File: src/rtl/fifo_word_reader.sv
// Pops a programmed number of DW-bit words from a show-ahead FIFO and emits each
// as DW/OW slices, MSB slice first, on a valid/ready bus. DW must be a multiple of OW.
module fifo_word_reader #(
  parameter int DW = 32,
  parameter int OW = 16,
  parameter int LW = 8
) (
  input  logic          clk,
  input  logic          rst_n,
  input  logic          clk7_en,
  input  logic          start,
  input  logic          abort,
  input  logic [LW-1:0] len,
  input  logic [DW-1:0] fifo_out,
  input  logic          fifo_empty,
  output logic          fifo_rd_en,
  output logic [OW-1:0] out_data,
  output logic          out_valid,
  input  logic          out_ready,
  output logic          out_last,
  output logic          busy,
  output logic          done,
  output logic [1:0]    state_dbg
);

  // Handshake: a slice transfers on an enabled clk edge where out_valid and
  // out_ready are both high and abort is low; a FIFO pop happens on an enabled
  // edge where fifo_rd_en is high. Nothing moves on edges with clk7_en low.

  localparam int NS  = DW / OW;
  localparam int SCW = (NS > 1) ? $clog2(NS) : 1;
  localparam logic [SCW-1:0] SLICE_LAST = SCW'(NS - 1);
  localparam logic [SCW-1:0] SLICE_ONE  = SCW'(1);
  localparam logic [LW-1:0]  ONE_WORD   = LW'(1);

  typedef enum logic [1:0] {
    S_IDLE = 2'd0,
    S_LOAD = 2'd1,
    S_SEND = 2'd2,
    S_DONE = 2'd3
  } state_t;

  state_t         state, state_d;
  logic [DW-1:0]  shift_reg, shift_d;
  logic [SCW-1:0] slice_cnt, slice_d;
  logic [LW-1:0]  word_cnt, word_d;

  always_ff @(posedge clk) begin
    if (!rst_n) begin
      state     <= S_IDLE;
      shift_reg <= '0;
      slice_cnt <= '0;
      word_cnt  <= '0;
    end else if (clk7_en) begin
      state     <= state_d;
      shift_reg <= shift_d;
      slice_cnt <= slice_d;
      word_cnt  <= word_d;
    end
  end

  always_comb begin
    state_d    = state;
    shift_d    = shift_reg;
    slice_d    = slice_cnt;
    word_d     = word_cnt;
    fifo_rd_en = 1'b0;
    case (state)
      S_IDLE: begin
        if (start) begin
          word_d  = len;
          state_d = (len == '0) ? S_DONE : S_LOAD;
        end
      end
      S_LOAD: begin
        // abort wins over a pending pop so unread words stay in the FIFO
        if (abort) begin
          word_d  = '0;
          state_d = S_DONE;
        end else if (!fifo_empty) begin
          fifo_rd_en = 1'b1;
          shift_d    = fifo_out;
          slice_d    = '0;
          state_d    = S_SEND;
        end
      end
      S_SEND: begin
        if (abort) begin
          shift_d = '0;
          slice_d = '0;
          word_d  = '0;
          state_d = S_DONE;
        end else if (out_ready) begin
          shift_d = shift_reg << OW;
          if (slice_cnt == SLICE_LAST) begin
            slice_d = '0;
            word_d  = word_cnt - ONE_WORD;
            state_d = (word_cnt == ONE_WORD) ? S_DONE : S_LOAD;
          end else begin
            slice_d = slice_cnt + SLICE_ONE;
          end
        end
      end
      S_DONE: begin
        state_d = S_IDLE;
      end
      default: begin
        state_d = S_IDLE;
      end
    endcase
  end

  assign out_valid = (state == S_SEND);
  assign out_data  = out_valid ? shift_reg[DW-1 -: OW] : '0;
  assign out_last  = out_valid && (slice_cnt == SLICE_LAST) && (word_cnt == ONE_WORD);
  assign busy      = (state != S_IDLE);
  assign done      = (state == S_DONE);
  assign state_dbg = state;

endmodule

File: config.mk
export PLATFORM = sky130hd
export DESIGN_NAME = fifo_word_reader
export DESIGN_NICKNAME = d
export VERILOG_FILES = /design/src/rtl/fifo_word_reader.sv
export SDC_FILE = /design/constraint.sdc
export NUM_CORES = 1
export LEC_CHECK = 0
export ABC_AREA = 1
export CORE_MARGIN = 2
export CORE_UTILIZATION = 49
export CTS_CLUSTER_DIAMETER = 40
export DETAILED_ROUTE_END_ITERATION = 10
export PLACE_DENSITY = 0.83
export REMOVE_ABC_BUFFERS = 1
export SETUP_SLACK_MARGIN = 0.05
export SYNTH_ARGS = -nofsm -noshare
export SYNTH_HDL_FRONTEND = slang
export SYNTH_SLANG_ARGS = --single-unit
File: constraint.sdc
create_clock -name clk -period 2.4 [get_ports clk]
set_input_delay 0.48 -clock clk [delete_from_list [all_inputs] [get_ports clk]]
set_output_delay 0.48 -clock clk [all_outputs]
set_load 0.1 [all_outputs]
==> results.toml <==
[sta]
slew_violations = 0
hold_viol = 0
worstMarginPinSlew_ps = 381.2
fmax_ghz = 0.4412
finalSetupViolCount = 0
rsz0062_at_grt = "true"
min_period_over_period = 0.9444
fin_skew_ps = 3.076
fin_tns_setup_ps = 0
relSlewSlack = 0.7459
fin_crit_ps = 2266

[grt]
antenna_found_initial = 0
grt_pass1_vias = 2514
grt_pass1_wl_mm = 10.58
grt_start_max_net_pins = 41
overflow = 0
grtUsageTotal = 0.2174

[worst_setup_path]
crit_chain = "inv_1 -> ha_2 -> inv_4 -> nor4_2 -> buf_4 -> buf_12"
criticalPathCategory = "reg2out"
worstPathArrival_ps = 1790
end_kind = "primary output"
cp.required_ps = 1920
crit_fanout = 19
critPathLaunchType = "register"
cp_slowest_stage_delay_ps = 380
slowest_stage = "dfxtp_1"
path_buf_inv = 4
cpLargestDelayFamily = "buffers and inverters"

[place]
dp_cells = 547
port_buffers = 69
hpwl_mm = 4.418
gp_congestion = 0.8733

[route]
vias = 2708
drcViolationCount = 0
wl_per_cell_um = 11.23
drt-total-wl_mm = 6.235
vias_per_cell = 4.879
first_pass_iters = 5
ant_nets = 0
first_iter_violations = 206

[clocking]
cts_buffer_depth = 2
tritoncts = "yes"
postCtsSetupBuffers = 0
cts_sinks = 43
clk_latency_ps = 300
cts_max_level = 2
clk_pin_slew_ps = 80
cts_buffers = 5
cts_root_buf = "clkbuf_8"
postCtsHoldBufs = 0
cts_resized = 0

[floorplan]
die_width_um = 76.62
dieArea_um2 = 5870
core.rowCount = 26
coreArea_um2 = 5107
start_util = 0.5059
ios = 70
die_y_um = 76.62

[power]
leakage_nw = 1.826
p_per_area_nw_per_um2 = 584.5
p_total_mw = 2.112
ir_drop_v = 0.0002769

[worst_hold_path]
min_path_type = "reg2reg"

[final_layout]
final_common_cell = "nor2_1"
drive_above_1_share = 0.1031
fin_cells = 555
fin_nets = 538
largest_reg_flops = 32
syn2layout_area_growth_pct = 39.85
final_cell_mix = "111 x nor2_1, 85 x nand2_1, 75 x inv_1"
diodes = 0

[yosys]
syn_area_per_cell_um2 = 6.166
syn-instance-count = 419
netlist_area_um2 = 2584
synthDistinctLibCells = 28
ys_warn_count = 0
ys_ff_latch = 43
synth_seq_area_share = 0.3332

[run_status]
outcome = "completed"

[job]
drv_cap = 0
## cell usage after synthesis
master | count | area share
nor2_8 | 1 | 0.0077
a22o_1 | 16 | 0.054
nand2_1 | 85 | 0.12
buf_6 | 3 | 0.013
o211ai_1 | 1 | 0.0029
dfxtp_1 | 43 | 0.33
nand3_1 | 14 | 0.027
buf_4 | 3 | 0.0087
nor2_4 | 1 | 0.0044
nor2_1 | 111 | 0.16
ha_1 | 7 | 0.034
o21ai_4 | 1 | 0.0063
buf_2 | 3 | 0.0058
nand3_2 | 1 | 0.0039
nand4_1 | 1 | 0.0024
inv_1 | 75 | 0.11
clkbuf_1 | 5 | 0.0073
inv_4 | 1 | 0.0024
o21ai_0 | 23 | 0.045
nor4_1 | 1 | 0.0024
inv_2 | 2 | 0.0029
buf_1 | 2 | 0.0029
clkbuf_2 | 1 | 0.0019
nand2_2 | 4 | 0.0097
nor3_1 | 1 | 0.0019
o21ai_1 | 1 | 0.0019
xnor2_1 | 1 | 0.0034
a21oi_1 | 11 | 0.021
## routing by layer
metal  vias up  wire (µm)  track usage
li1       1390          -            -
met1      1224       2711       0.2494
met5         -          0            0
met3         7        330      0.04502
met2        87       3125       0.4044
met4         0         68      0.06182
## through the flow
step / hold WS [ps] / cell area, µm² / util / setup slack [ps]
2_1_floorplan: 455.9 / 2481 / - / -3868
3_3_place_gp: 464.0 / 3497 / 0.6847 / 284.5
3_5_place_dp: 472.0 / 3497 / 0.6847 / 222.4
4_1_cts: 490.7 / 3601 / 0.7050 / 65.79
5_1_grt: 514.2 / 3613 / 0.7075 / 13.17
6_report: 487.0 / 3613 / 0.7075 / 133.5
## area by class of cell
cell class | instances | area [µm²]
clock buffers | 7 | 96.34
clock inverters | 1 | 7.507
fillers | 426 | 1494
inverters | 78 | 295.3
multi-input cells | 281 | 1334
flip-flops and latches | 43 | 860.8
well taps | 70 | 87.58
repair buffers | 75 | 932.1
## where the power goes
| part | switching (mW) | leakage [nW] | internal (mW) |
|---|---|---|---|
| Combinational | 0.460 | 1.42 | 0.294 |
| Sequential | 0.0517 | 0.352 | 0.796 |
| Clock | 0.249 | 0.0505 | 0.262 |
| Total | 0.760 | 1.83 | 1.35 |
## tightest hold or removal path: cells and delay by family (launching register included)
| family | cells | cell delay, ps |
|---|---|---|
| DFF | 1 | 330 |
| and+or+nand+nor | 2 | 130 |
## kinds of logic (layout without fill, tap and decap cells)
group,after synthesis,count (layout),share of synthesized area
AO/OA/AOI/OAI,53,53,0.1312
XOR/XNOR,1,1,0.003390
adder cells (fa/ha/maj),7,7,0.03390
buffers and inverters,95,161,0.1540
flip-flops,43,43,0.3332
AND/OR/NAND/NOR,220,220,0.3443
## worst paths after layout
| path | start | end | slack [ps] | depth (start not counted) |
|---|---|---|---|---|
| min | shift_reg[8] | shift_reg[8] | 490 | 2 |
| max reg2reg | state_dbg[0] | shift_reg[5] | 460 | 9 |
| max | state_dbg[0] | out_last | 130 | 6 |
| min reg2reg | shift_reg[8] | shift_reg[8] | 490 | 2 |
(Power assumes the default switching activity.)
